**src/rtl/load_store_unit.sv**
```systemverilog
// -----------------------------------------------------------------------------
// load_store_unit
//
// Multi-cycle load/store unit between the core's MEM stage and a word-wide
// req/ack memory bus with variable wait states. A request is captured in IDLE,
// held on the bus in BUSY until bus_ack (or the watchdog fires), and retired in
// DONE, where loads present their aligned and extended data for one cycle.
// While an access is outstanding, stall tells the core to hold its PC and
// request inputs.
//
// Optional feature macro: LSU_STORE_BUF_EN
//   defined   : one-entry posted store buffer. An aligned store accepted in IDLE
//               does not stall. It drains on the bus in the background, and any
//               request that arrives during the drain stalls until the drain
//               retires. Loads never forward from the buffer.
//   undefined : stores stall through IDLE/BUSY/DONE exactly like loads.
//
// Parameters
//   DATA_WIDTH  datapath width (only 32 is supported)
//   TIMEOUT     bus-ack watchdog in BUSY cycles; 0 disables the watchdog
//
// Ports
//   clk, rstn      clock (rising edge), asynchronous active-low reset
//   req_valid      MEM-stage memory operation present
//   req_write      1 = store, 0 = load
//   maskmode       00 byte, 01 half, 10/11 word
//   sext           1 = sign-extend loads, 0 = zero-extend
//   address        byte address
//   write_data     store data, right-aligned
//   stall          core must hold PC and request inputs
//   load_data      extended load result (0 unless load_valid)
//   load_valid     one-cycle pulse when a load retires
//   misaligned     request violates natural alignment (combinational)
//   bus_err        one-cycle pulse when an access retires by watchdog timeout
//   bus_req/bus_we/bus_addr/bus_be/bus_wdata   bus request, held until bus_ack
//   bus_ack/bus_rdata                          completion strobe and read word
// -----------------------------------------------------------------------------
module load_store_unit #(
  parameter int DATA_WIDTH = 32,
  parameter int TIMEOUT    = 255
) (
  input  logic                  clk,
  input  logic                  rstn,
  input  logic                  req_valid,
  input  logic                  req_write,
  input  logic [1:0]            maskmode,
  input  logic                  sext,
  input  logic [31:0]           address,
  input  logic [DATA_WIDTH-1:0] write_data,
  output logic                  stall,
  output logic [DATA_WIDTH-1:0] load_data,
  output logic                  load_valid,
  output logic                  misaligned,
  output logic                  bus_err,
  output logic                  bus_req,
  output logic                  bus_we,
  output logic [31:0]           bus_addr,
  output logic [3:0]            bus_be,
  output logic [DATA_WIDTH-1:0] bus_wdata,
  input  logic                  bus_ack,
  input  logic [DATA_WIDTH-1:0] bus_rdata
);

  typedef enum logic [1:0] {
    ST_IDLE = 2'd0,
    ST_BUSY = 2'd1,
    ST_DONE = 2'd2
  } state_t;

  state_t r_state;
  state_t w_state_next;

  // Captured request
  logic [29:0]           r_addr_hi;
  logic [3:0]            r_be;
  logic [DATA_WIDTH-1:0] r_wdata;
  logic                  r_we;
  logic [1:0]            r_mask;
  logic                  r_sext;
  logic [1:0]            r_off;
  logic [DATA_WIDTH-1:0] r_load_data;
  logic                  r_bus_err;

  logic                  w_is_half;
  logic                  w_is_word;
  logic                  w_misaligned_raw;
  logic                  w_accept;
  logic                  w_post;     // accepted request goes into the store buffer
  logic                  w_drain;    // current BUSY access is a posted store
  logic                  w_timeout;
  logic [3:0]            w_be;
  logic [DATA_WIDTH-1:0] w_wdata;
  logic [DATA_WIDTH-1:0] w_shifted;
  logic [DATA_WIDTH-1:0] w_load_ext;

  // ---------------------------------------------------------------------------
  // Request decode
  // ---------------------------------------------------------------------------
  assign w_is_half        = (maskmode == 2'b01);
  assign w_is_word        = maskmode[1];
  assign w_misaligned_raw = (w_is_half & address[0]) | (w_is_word & (|address[1:0]));
  assign misaligned       = req_valid & w_misaligned_raw;
  assign w_accept         = (r_state == ST_IDLE) & req_valid & ~w_misaligned_raw;

  always_comb begin
    w_be = 4'b1111;
    case (maskmode)
      2'b00:   w_be = 4'b0001 << address[1:0];
      2'b01:   w_be = 4'b0011 << address[1:0];
      default: w_be = 4'b1111;
    endcase
  end

  // Store data is replicated across lanes so the byte enables alone select
  // the bytes that land in memory.
  genvar gi;
  generate
    for (gi = 0; gi < 4; gi++) begin : g_lane
      assign w_wdata[8*gi +: 8] = (maskmode == 2'b00) ? write_data[7:0] :
                                  (maskmode == 2'b01) ? write_data[8*(gi%2) +: 8] :
                                                        write_data[8*gi +: 8];
    end
  endgenerate

  // ---------------------------------------------------------------------------
  // Load extraction from the returned word
  // ---------------------------------------------------------------------------
  assign w_shifted = bus_rdata >> {r_off, 3'b000};

  always_comb begin
    w_load_ext = w_shifted;
    case (r_mask)
      2'b00:   w_load_ext = {{(DATA_WIDTH-8){r_sext & w_shifted[7]}}, w_shifted[7:0]};
      2'b01:   w_load_ext = {{(DATA_WIDTH-16){r_sext & w_shifted[15]}}, w_shifted[15:0]};
      default: w_load_ext = w_shifted;
    endcase
  end

  // ---------------------------------------------------------------------------
  // Optional posted store buffer
  // ---------------------------------------------------------------------------
`ifdef LSU_STORE_BUF_EN
  logic r_posted;

  assign w_post  = req_write;
  assign w_drain = r_posted;

  always_ff @(posedge clk or negedge rstn) begin
    if (!rstn) begin
      r_posted <= 1'b0;
    end else if (w_accept) begin
      r_posted <= req_write;
    end
  end
`else
  assign w_post  = 1'b0;
  assign w_drain = 1'b0;
`endif

  // ---------------------------------------------------------------------------
  // Bus-ack watchdog: counts BUSY cycles. A coincident ack wins over timeout.
  // ---------------------------------------------------------------------------
  generate
    if (TIMEOUT > 0) begin : g_wdog
      localparam int WDW = (TIMEOUT > 1) ? $clog2(TIMEOUT) : 1;
      logic [WDW-1:0] r_wdog;

      always_ff @(posedge clk or negedge rstn) begin
        if (!rstn) begin
          r_wdog <= '0;
        end else if (r_state == ST_BUSY) begin
          r_wdog <= r_wdog + WDW'(1);
        end else begin
          r_wdog <= '0;
        end
      end

      assign w_timeout = (r_state == ST_BUSY) && !bus_ack && (r_wdog == WDW'(TIMEOUT - 1));
    end else begin : g_no_wdog
      assign w_timeout = 1'b0;
    end
  endgenerate

  // ---------------------------------------------------------------------------
  // FSM next state and stall
  // ---------------------------------------------------------------------------
  always_comb begin
    w_state_next = r_state;
    stall        = 1'b0;
    case (r_state)
      ST_IDLE: begin
        if (w_accept) begin
          w_state_next = ST_BUSY;
          stall        = ~w_post;
        end
      end
      ST_BUSY: begin
        // A posted store only holds up the core if something new is waiting.
        stall = w_drain ? req_valid : 1'b1;
        if (bus_ack || w_timeout) begin
          // A drained store has no retire cycle; the waiting request is
          // accepted in the following IDLE cycle.
          w_state_next = w_drain ? ST_IDLE : ST_DONE;
        end
      end
      ST_DONE: begin
        // The core still shows the retired request this cycle; never re-accept it.
        w_state_next = ST_IDLE;
      end
      default: begin
        w_state_next = ST_IDLE;
      end
    endcase
  end

  // ---------------------------------------------------------------------------
  // State and datapath registers
  // ---------------------------------------------------------------------------
  always_ff @(posedge clk or negedge rstn) begin
    if (!rstn) begin
      r_state     <= ST_IDLE;
      r_addr_hi   <= '0;
      r_be        <= '0;
      r_wdata     <= '0;
      r_we        <= 1'b0;
      r_mask      <= '0;
      r_sext      <= 1'b0;
      r_off       <= '0;
      r_load_data <= '0;
      r_bus_err   <= 1'b0;
    end else begin
      r_state   <= w_state_next;
      r_bus_err <= w_timeout;
      if (w_accept) begin
        r_addr_hi <= address[31:2];
        r_be      <= w_be;
        r_wdata   <= w_wdata;
        r_we      <= req_write;
        r_mask    <= maskmode;
        r_sext    <= sext;
        r_off     <= address[1:0];
      end
      if ((r_state == ST_BUSY) && bus_ack) begin
        r_load_data <= w_load_ext;
      end else if (w_timeout) begin
        r_load_data <= '0;
      end
    end
  end

  // ---------------------------------------------------------------------------
  // Outputs: the bus idles at zero outside BUSY
  // ---------------------------------------------------------------------------
  assign bus_req    = (r_state == ST_BUSY);
  assign bus_we     = bus_req & r_we;
  assign bus_addr   = bus_req ? {r_addr_hi, 2'b00} : '0;
  assign bus_be     = bus_req ? r_be : '0;
  assign bus_wdata  = bus_req ? r_wdata : '0;
  assign load_valid = (r_state == ST_DONE) & ~r_we;
  assign load_data  = load_valid ? r_load_data : '0;
  assign bus_err    = r_bus_err;

endmodule

```
**config.mk**
```make
export PLATFORM = sky130hd
export DESIGN_NAME = load_store_unit
export DESIGN_NICKNAME = d
export VERILOG_FILES = /design/src/rtl/load_store_unit.sv
export SDC_FILE = /design/constraint.sdc
export NUM_CORES = 1
export LEC_CHECK = 0
export BUFFER_PORTS_ARGS = -buffer_cell sky130_fd_sc_hd__buf_2
export CAP_MARGIN = 15
export CORE_AREA = 10 10 132 134
export DETAILED_ROUTE_END_ITERATION = 8
export DIE_AREA = 0 0 142 144
export MAX_ROUTING_LAYER = met4
export PLACE_DENSITY = 0.67
export SLEW_MARGIN = 25
export SYNTH_ARGS = -nofsm -noshare
export SYNTH_HDL_FRONTEND = slang
export SYNTH_SLANG_ARGS = --single-unit
```
**constraint.sdc**
```tcl
create_clock -name clk -period 4.4 [get_ports clk]
set_input_delay 0.66 -clock clk [delete_from_list [all_inputs] [get_ports clk]]
set_output_delay 0.66 -clock clk [all_outputs]
set_load 0.1 [all_outputs]
```
==> impl_metrics.json, run 1 <==
{
  "cp_slowest_cell": "clkinv_2",
  "dr.pass1.iters": 6,
  "cap_viol_max_count": 0,
  "grt_max_degree": 87,
  "num_vias": 4954,
  "max_stage_delay_ps": 820,
  "layout_min_cycle_time_ps": 3539,
  "ant_nets": 0,
  "cts_buffers": 17,
  "drt_wl_total_um": 18030,
  "cts_root_buf": "clkbuf_16",
  "synthTopCellsByArea": "dfrtp_1, and2_1, mux2_2, mux2i_1, a21oi_1",
  "synth_edf_count": 0,
  "synth.largest_area_cell": "dfrtp_1",
  "r2r_cells": 5,
  "num_rows": 45,
  "arrival_ps": 2880,
  "antenna_found_initial": 2,
  "syn-cell-area_mm2": 0.005961,
  "final_layout_size_suffix_gt1_frac": 0.3851,
  "core_area_mm2": 0.01486,
  "finalSetupViolCount": 0,
  "fill_cells": 1395,
  "seq_area_frac_synth": 0.4828,
  "drc_errors": 0,
  "die_x_um": 142,
  "hp-class": "input port to async pin",
  "synth.distinct_cells": 53,
  "gp_congestion": 0.8696,
  "hold_viol": 0,
  "crit_path_end_kind": "output port",
  "p_per_area_mw_per_mm2": 631.9,
  "nets": 862,
  "start_kind": "register",
  "final_cell_mix": "buf_2, dfrtp_1, and2_1",
  "min_period_over_period": 0.8044,
  "async_flop_share": 1.000,
  "peakVddDrop_uv": 366.1,
  "clk_latency_ps": 410,
  "ys_warn_count": 0,
  "ys_ff_latch": 115,
  "start_util": 0.4010,
  "holdWs_ps": 298.1,
  "regArea_mm2": 0.002878,
  "area_growth_pct": 28.82,
  "r2r_slack_ps": 1260,
  "place_area_mm2": 0.007096,
  "netlist_instances": 568,
  "leakagePower_nw": 3.933,
  "grt_pass1_vias": 5387,
  "die-area_mm2": 0.02045,
  "layout_commonest_cell": "buf_2",
  "clk_pin_slew_ps": 50,
  "avgSynthCellArea_um2": 10.49,
  "viasPerCell": 5.182,
  "fin_area_mm2": 0.007679,
  "cts.path.max_buffers": 2,
  "rsz0062_at_grt": "false",
  "slew_violations": 0,
  "tightest_slew_ps": 1054,
  "critPathKind": "register to output port",
  "cts.sinks": 115,
  "dieHeight_um": 144,
  "fmax_mhz": 282.5,
  "critPathRequiredTime_ps": 3740,
  "cts_setup_buffers": 0,
  "cts_htree_levels": 4,
  "cts-resized-gates": 0,
  "grt_usage": 0.1804,
  "synth_top_area_frac": 0.4828,
  "fin_tns_setup_ps": 0,
  "critical_path.cell_chain": "nand2b_1, clkinv_2, and2_1, buf_2",
  "drtIter0Drc": 252,
  "multi_input_area_mm2": 0.002869,
  "outcome": "completed",
  "grt_overflow": 0,
  "r2r_end": "r_load_data[29]$_DFFE_PN0P_",
  "r2r_start": "r_state[1]$_DFFE_PN0P_",
  "finClkSkew_ps": 6.639,
  "hold_buffers": 0,
  "routedWlPerCell_um": 18.86,
  "cts_tree": "built",
  "slew_headroom": 0.2976,
  "crit_fanout": 77,
  "io_pins": 210,
  "grt_pass1_wl_um": 28670,
  "hpwl_um": 13240,
  "io_buffers": 207,
  "synth_ff_type": "dfrtp_1"
}
==> layout make-up <==
| class | instances | share of cell area |
|---|---|---|
| Inverter | 8 | 0.004074 |
| Clock inverter | 5 | 0.009777 |
| Sequential cell | 115 | 0.3748 |
| Multi-Input combinational cell | 401 | 0.3736 |
| Antenna cell | 2 | 0.0006518 |
| Timing Repair Buffer | 213 | 0.1411 |
| Clock buffer | 24 | 0.06534 |
| Tap cell | 188 | 0.03063 |
==> stage by stage <==
step	power (mW)	util	std cells	setup WS, ps
detailed placement	3.523	0.4774	925	1178
global route	5.099	0.5166	956	611.8
finish	4.852	0.5166	956	860.5
floorplan	3.130	-	569	717.8
CTS	4.895	0.5162	954	894.9
global placement	3.473	0.4774	925	1402
==> power breakdown <==
group	switching [mW]	internal, mW	total, mW
registers	0.221	1.41	1.63
logic	1.34	0.530	1.87
clock network	0.455	0.895	1.35
total	2.02	2.83	4.85
==> registers in the layout, summed over array words and instances (netlist names), 2 cells and up <==
signal	count
r_load_data	32
r_wdata	32
r_addr_hi	30
g_wdog.r_wdog	8
r_be	4
r_mask	2
r_off	2
r_state	2
==> critical path, delay by kind of cell (launching register included) <==
kind | cells | cell delay [ps]
buf+inv | 2 | 1120
simple gates | 2 | 910
flops | 1 | 400
==> metal layers <==
metal  vias to the layer above  part of all wire  GRT usage
met5                         -                 0          -
met4                         0             0.022    0.07101
met3                        29             0.074    0.06100
met2                       194              0.46     0.2733
met1                      2374              0.45     0.2180
li1                       2357                 -          -
==> how the worst max path moves through the flow <==
stage,startpoint,to,slack [ps]
after floorplan,maskmode[1],misaligned,720
after global placement,r_state[1]$_DFFE_PN0P_,r_load_data[29]$_DFFE_PN0P_,1400
after detailed placement,r_state[1]$_DFFE_PN0P_,r_load_data[31]$_DFFE_PN0P_,1180
after CTS,r_state[1]$_DFFE_PN0P_,bus_be[3],890
after global routing,r_state[1]$_DFFE_PN0P_,bus_be[3],610
final,r_state[1]$_DFFE_PN0P_,bus_be[3],860
==> synthesized netlist by cell type, drive strengths merged (2+ instances only) <==
cell and number:
o21ai 30, inv 8, and3 2, nand3b 7, nand4 2, dfrtp 115, nand2b 2, o2bb2ai 8
nor2 29, nor4b 2, nand3 3, a221o 8, nor3b 3, buf 23, and4 2, xor2 5
a211oi 7, nand2 37, mux4 2, a32o 8, a22oi 8, a21oi 28, nor2b 7, clkbuf 22
mux2 41, a211o 8, mux2i 35, and2 98, ha 2
==> logic make-up (layout without fill, tap and decap cells) <==
group           Yosys count  after routing  share of synthesized area
simple gates            200            200                     0.1908
flops                   115            115                     0.4828
other cells               1              4                  0.0006291
compound gates          113            113                     0.1291
xor+xnor                  6              6                   0.008816
fa+ha+maj                 2              2                   0.004197
buf+inv                  53            250                    0.03988
mux                      78             78                     0.1438
Power figures use the tool's default switching activity.
==> run 2: changes to the inputs <==
==> constraint.sdc (replaced) <==
create_clock -name clk -period 3.5 [get_ports clk]
set_input_delay 0.525 -clock clk [delete_from_list [all_inputs] [get_ports clk]]
set_output_delay 0.525 -clock clk [all_outputs]
set_load 0.1 [all_outputs]
==> run 2 against run 1 <==
  * Clock power grew 24%
  * Critical path depth rose by 1
  * Sequential cell count unchanged
  * Die area unchanged
  * Sequential share of layout area decreased by 0.17 points
  * Critical path type unchanged
  * Critical endpoint is now bus_wdata[5]
==> impl_metrics.json, run 2 (synthesis results as in run 1) <==
{
  "fin_area_mm2": 0.007714,
  "r2r_end": "r_load_data[27]$_DFFE_PN0P_",
  "reg_top3": "r_load_data x32, r_wdata x32, r_addr_hi x30",
  "die_x_um": 142,
  "fin_cells": 960,
  "io_pins": 210,
  "final_layout_size_suffix_gt1_frac": 0.3844,
  "cts_buffers": 17,
  "cts_tree": "built",
  "drtIter0Drc": 253,
  "min_period_over_period": 0.8685,
  "place_inst": 926,
  "io_buffers": 207,
  "num_rows": 45,
  "cts_htree_levels": 4,
  "cts_setup_buffers": 0,
  "cap_viol_max_count": 0,
  "leakagePower_nw": 3.947,
  "timing.final.ws_setup_ps": 460.4,
  "die-area_mm2": 0.02045,
  "grt_pass1_vias": 5466,
  "cts_root_buf": "clkbuf_16",
  "viasPerCell": 5.269,
  "hold_buffers": 0,
  "grt_usage": 0.1789,
  "max_stage_delay_ps": 450,
  "p_per_area_mw_per_mm2": 789.2,
  "nets": 863,
  "outcome": "completed",
  "grt_pass1_wl_um": 28460,
  "grt_max_degree": 87,
  "crit_path_end_kind": "output port",
  "layout_min_cycle_time_ps": 3040,
  "antenna_found_initial": 2,
  "cp_slowest_cell": "inv_2",
  "area_growth_pct": 29.41,
  "slew_headroom": 0.3905,
  "rsz0062_at_grt": "false",
  "r2r_start": "r_state[1]$_DFFE_PN0P_",
  "r2r_slack_ps": 890,
  "dr.pass1.iters": 4,
  "startpoint": "r_state[1]$_DFFE_PN0P_",
  "final_cell_mix": "buf_2, dfrtp_1, and2_1",
  "hp-class": "input port to async pin",
  "num_vias": 5058,
  "grt_overflow": 0,
  "slew_violations": 0,
  "cts.path.max_buffers": 2,
  "finClkSkew_ps": 11.22,
  "tightest_slew_ps": 914.2,
  "fmax_mhz": 329.0,
  "drt_wl_total_um": 17610,
  "finalSetupViolCount": 0,
  "arrival_ps": 2510,
  "hpwl_um": 13230,
  "cts-resized-gates": 0,
  "clk_pin_slew_ps": 50,
  "preCtsSetupSlack_ps": 860.4,
  "start_kind": "register",
  "cts.sinks": 115,
  "routedWlPerCell_um": 18.35,
  "r2r_cells": 5,
  "crit_fanout": 53,
  "core_area_mm2": 0.01486,
  "dieHeight_um": 144,
  "ant_nets": 0,
  "crit_end": "bus_wdata[5]",
  "layout_commonest_cell": "buf_2",
  "place_area_mm2": 0.007128,
  "hold_viol": 0,
  "drc_errors": 0,
  "gp_congestion": 0.8522,
  "critical_path.cell_chain": "nand2b_1, inv_2, buf_12, and2_1, buf_2",
  "critPathRequiredTime_ps": 2970,
  "critPathKind": "register to output port",
  "peakVddDrop_uv": 466.6,
  "clk_latency_ps": 420,
  "fin_tns_setup_ps": 0,
  "start_util": 0.4010
}
[run 2: cell types whose count changed in the layout (fill, tap and decap cells not counted), sizes merged]
| cell | change |
|---|---|
| buf | +1 |
| clkbuf | +5 |
| bufinv | -1 |
| inv | +1 |
| clkinv | -2 |
[run 2: layer usage]
metal / track usage / wire length, um
met2: 0.2701 / 8271
met1: 0.2174 / 7657
met3: 0.06002 / 1429
met4: 0.06993 / 255
met5: - / 0
[run 2: critical path, delay by kind of cell (launching register included)]
| family | cells | cell delay, ps |
|---|---|---|
| buffers and inverters | 3 | 1130 |
| DFF | 1 | 410 |
| and+or+nand+nor | 2 | 530 |
[run 2: power breakdown]
group          total, mW  switching [mW]  leakage (nW)  internal (mW)
logic               2.37            1.70          2.23          0.676
clock network       1.67           0.565         0.288           1.11
registers           2.04           0.270          1.43           1.77
[run 2: layout make-up]
| cell class | count | area [um^2] |
|---|---|---|
| Multi-Input combinational cell | 401 | 2869 |
| Clock inverter | 3 | 40.04 |
| Fill cell | 1357 | 7151 |
| Timing Repair Buffer | 214 | 1116 |
| Tap cell | 188 | 235.2 |
| Clock buffer | 29 | 540.5 |
| Antenna cell | 2 | 5.005 |
| Inverter | 8 | 30.03 |
| Sequential cell | 115 | 2878 |
[run 2: worst min path at each step]
| stage | startpoint | endpoint | slack (ps) | cells after the start |
|---|---|---|---|---|
| after floorplan | rstn | bus_err$_DFF_PN0_ | 230 | 0 |
| after global placement | r_wdata[22]$_DFFE_PN0P_ | r_wdata[22]$_DFFE_PN0P_ | 450 | 2 |
| after detailed placement | r_wdata[20]$_DFFE_PN0P_ | r_wdata[20]$_DFFE_PN0P_ | 450 | 2 |
| after CTS | rstn | g_wdog.r_wdog[2]$_DFF_PN0_ | 200 | 1 |
| after global routing | rstn | g_wdog.r_wdog[3]$_DFF_PN0_ | 230 | 1 |
| final | rstn | g_wdog.r_wdog[2]$_DFF_PN0_ | 170 | 1 |
[run 2: through the flow]
| step | power (mW) | utilization | hold WS, ps |
|---|---|---|---|
| after detailed placement | 4.441 | 0.4795 | 453.5 |
| after floorplan | 3.935 | - | 229.4 |
| after CTS | 6.151 | 0.5186 | 202.9 |
| final | 6.087 | 0.5189 | 173.1 |
| after global placement | 4.391 | 0.4795 | 448.3 |
| after global routing | 6.402 | 0.5189 | 232.1 |
==> run 3: changes to the inputs <==
--- a/config.mk
+++ b/config.mk
@@ -7,11 +7,11 @@
 export LEC_CHECK = 0
 export BUFFER_PORTS_ARGS = -buffer_cell sky130_fd_sc_hd__buf_2
 export CAP_MARGIN = 15
-export CORE_AREA = 10 10 132 134
+export CORE_AREA = 10 10 121 123
 export DETAILED_ROUTE_END_ITERATION = 8
-export DIE_AREA = 0 0 142 144
+export DIE_AREA = 0 0 131 133
 export MAX_ROUTING_LAYER = met4
-export PLACE_DENSITY = 0.67
+export PLACE_DENSITY = 0.78
 export SLEW_MARGIN = 25
 export SYNTH_ARGS = -nofsm -noshare
 export SYNTH_HDL_FRONTEND = slang
==> run 3 against run 2 <==
  * Fmax down 4.7%
  * Clock skew down 4.4 ps
  * Register-to-register slack about the same
  * Critical endpoint is now bus_be[1]
==> impl_metrics.json, run 3 (synthesis results as in run 1) <==
{
  "num_rows": 41,
  "finClkSkew_ps": 6.830,
  "gp_congestion": 0.9217,
  "drt_wl_total_um": 17520,
  "tightest_slew_ps": 916.3,
  "grt_usage": 0.2091,
  "hpwl_um": 12920,
  "critPathRequiredTime_ps": 2970,
  "final_cell_mix": "buf_2, dfrtp_1, and2_1",
  "clk_latency_ps": 410,
  "grt_pass1_vias": 5426,
  "cap_viol_max_count": 0,
  "r2r_slack_ps": 880,
  "core_area_mm2": 0.01236,
  "grt_max_degree": 87,
  "io_buffers": 207,
  "preCtsSetupSlack_ps": 633.2,
  "place_inst": 911,
  "critical_path.cell_chain": "nand2b_1, clkinv_2, buf_4, and2_1, buf_2",
  "routedWlPerCell_um": 18.56,
  "die_x_um": 131,
  "cts_tree": "built",
  "critPathKind": "register to output port",
  "startpoint": "r_state[1]$_DFFE_PN0P_",
  "antenna_found_initial": 1,
  "timing.final.ws_setup_ps": 311.1,
  "crit_end": "bus_be[1]",
  "ant_nets": 0,
  "cts.sinks": 115,
  "r2r_end": "r_load_data[26]$_DFFE_PN0P_",
  "drc_errors": 0,
  "holdWs_ps": 175.1,
  "cts.path.max_buffers": 2,
  "final_layout_size_suffix_gt1_frac": 0.3891,
  "crit_path_end_kind": "output port",
  "fin_cells": 944,
  "drtIter0Drc": 385,
  "hp-class": "input port to async pin",
  "fin_tns_setup_ps": 0,
  "fill_cells": 1002,
  "area_growth_pct": 30.02,
  "r2r_start": "r_state[1]$_DFFE_PN0P_",
  "grt_pass1_wl_um": 28060,
  "nets": 864,
  "die-area_mm2": 0.01742,
  "fmax_mhz": 313.6,
  "min_period_over_period": 0.9111,
  "arrival_ps": 2660,
  "start_util": 0.4821,
  "max_stage_delay_ps": 440,
  "cp_slowest_cell": "buf_2",
  "rsz0062_at_grt": "false",
  "peakVddDrop_uv": 498.5,
  "num_vias": 5026,
  "hold_viol": 0,
  "outcome": "completed",
  "io_pins": 210,
  "cts_root_buf": "clkbuf_16",
  "cts_buffers": 17,
  "dr.pass1.iters": 4,
  "leakagePower_nw": 3.977,
  "layout_min_cycle_time_ps": 3189,
  "dieHeight_um": 133,
  "p_per_area_mw_per_mm2": 816.6,
  "layout_commonest_cell": "buf_2",
  "r2r_cells": 5,
  "viasPerCell": 5.324,
  "slew_headroom": 0.3891,
  "crit_fanout": 46,
  "clk_pin_slew_ps": 50,
  "start_kind": "register",
  "reg_top3": "r_load_data x32, r_wdata x32, r_addr_hi x30",
  "slew_violations": 0,
  "grt_overflow": 0,
  "finalSetupViolCount": 0,
  "cts_htree_levels": 4
}
==> run 3: critical path: cells and delay by family, from the launching register on <==
family	cells	cell delay [ps]
buffers and inverters	3	1260
AND/OR/NAND/NOR	2	570
flip-flops	1	410
==> run 3: how the worst min path moves through the flow <==
stage,startpoint,end
4_1_cts,address[28],r_addr_hi[26]$_DFFE_PN0P_
6_report,rstn,r_wdata[19]$_DFFE_PN0P_
3_3_place_gp,r_wdata[19]$_DFFE_PN0P_,r_wdata[19]$_DFFE_PN0P_
2_1_floorplan,rstn,bus_err$_DFF_PN0_
3_5_place_dp,r_wdata[16]$_DFFE_PN0P_,r_wdata[16]$_DFFE_PN0P_
5_1_grt,rstn,r_wdata[18]$_DFFE_PN0P_
==> run 3: repair_timing <==
item,4_1_cts,5_1_grt
resized for setup,0,1
hold buffers,0,0
endpoints found under the setup margin,0,17
buffers inserted,0,0
==> run 3: power by group <==
group,switching [mW],internal (mW)
clock network,0.596,1.31
registers,0.257,1.77
logic,1.72,0.671
total,2.57,3.76
==> run 3: routing by layer <==
layer  share of wire  track usage  vias up
li1                -            -     2361
met1            0.44       0.2592     2436
met2            0.45       0.3090      206
met3           0.087      0.07231       23
met4           0.018      0.07602        0
met5               0            -        -
==> run 3: area by class of cell <==
type	count	area, um^2	share of cell area
Antenna cell	1	2.502	0.0003229
Inverter	8	31.28	0.004036
Clock inverter	10	177.7	0.02293
Clock buffer	22	474.2	0.06119
Sequential cell	115	2878	0.3713
Tap cell	172	215.2	0.02777
Timing Repair Buffer	215	1102	0.1422
Multi-Input combinational cell	401	2869	0.3702
==> run 3: stage by stage <==
step                instance area [um^2]    util  power, mW
floorplan                           5964       -      3.935
global placement                    7091  0.5735      4.357
detailed placement                  7091  0.5735      4.429
CTS                                 7742  0.6263      6.368
global route                        7750  0.6269      6.623
finish                              7750  0.6269      6.328
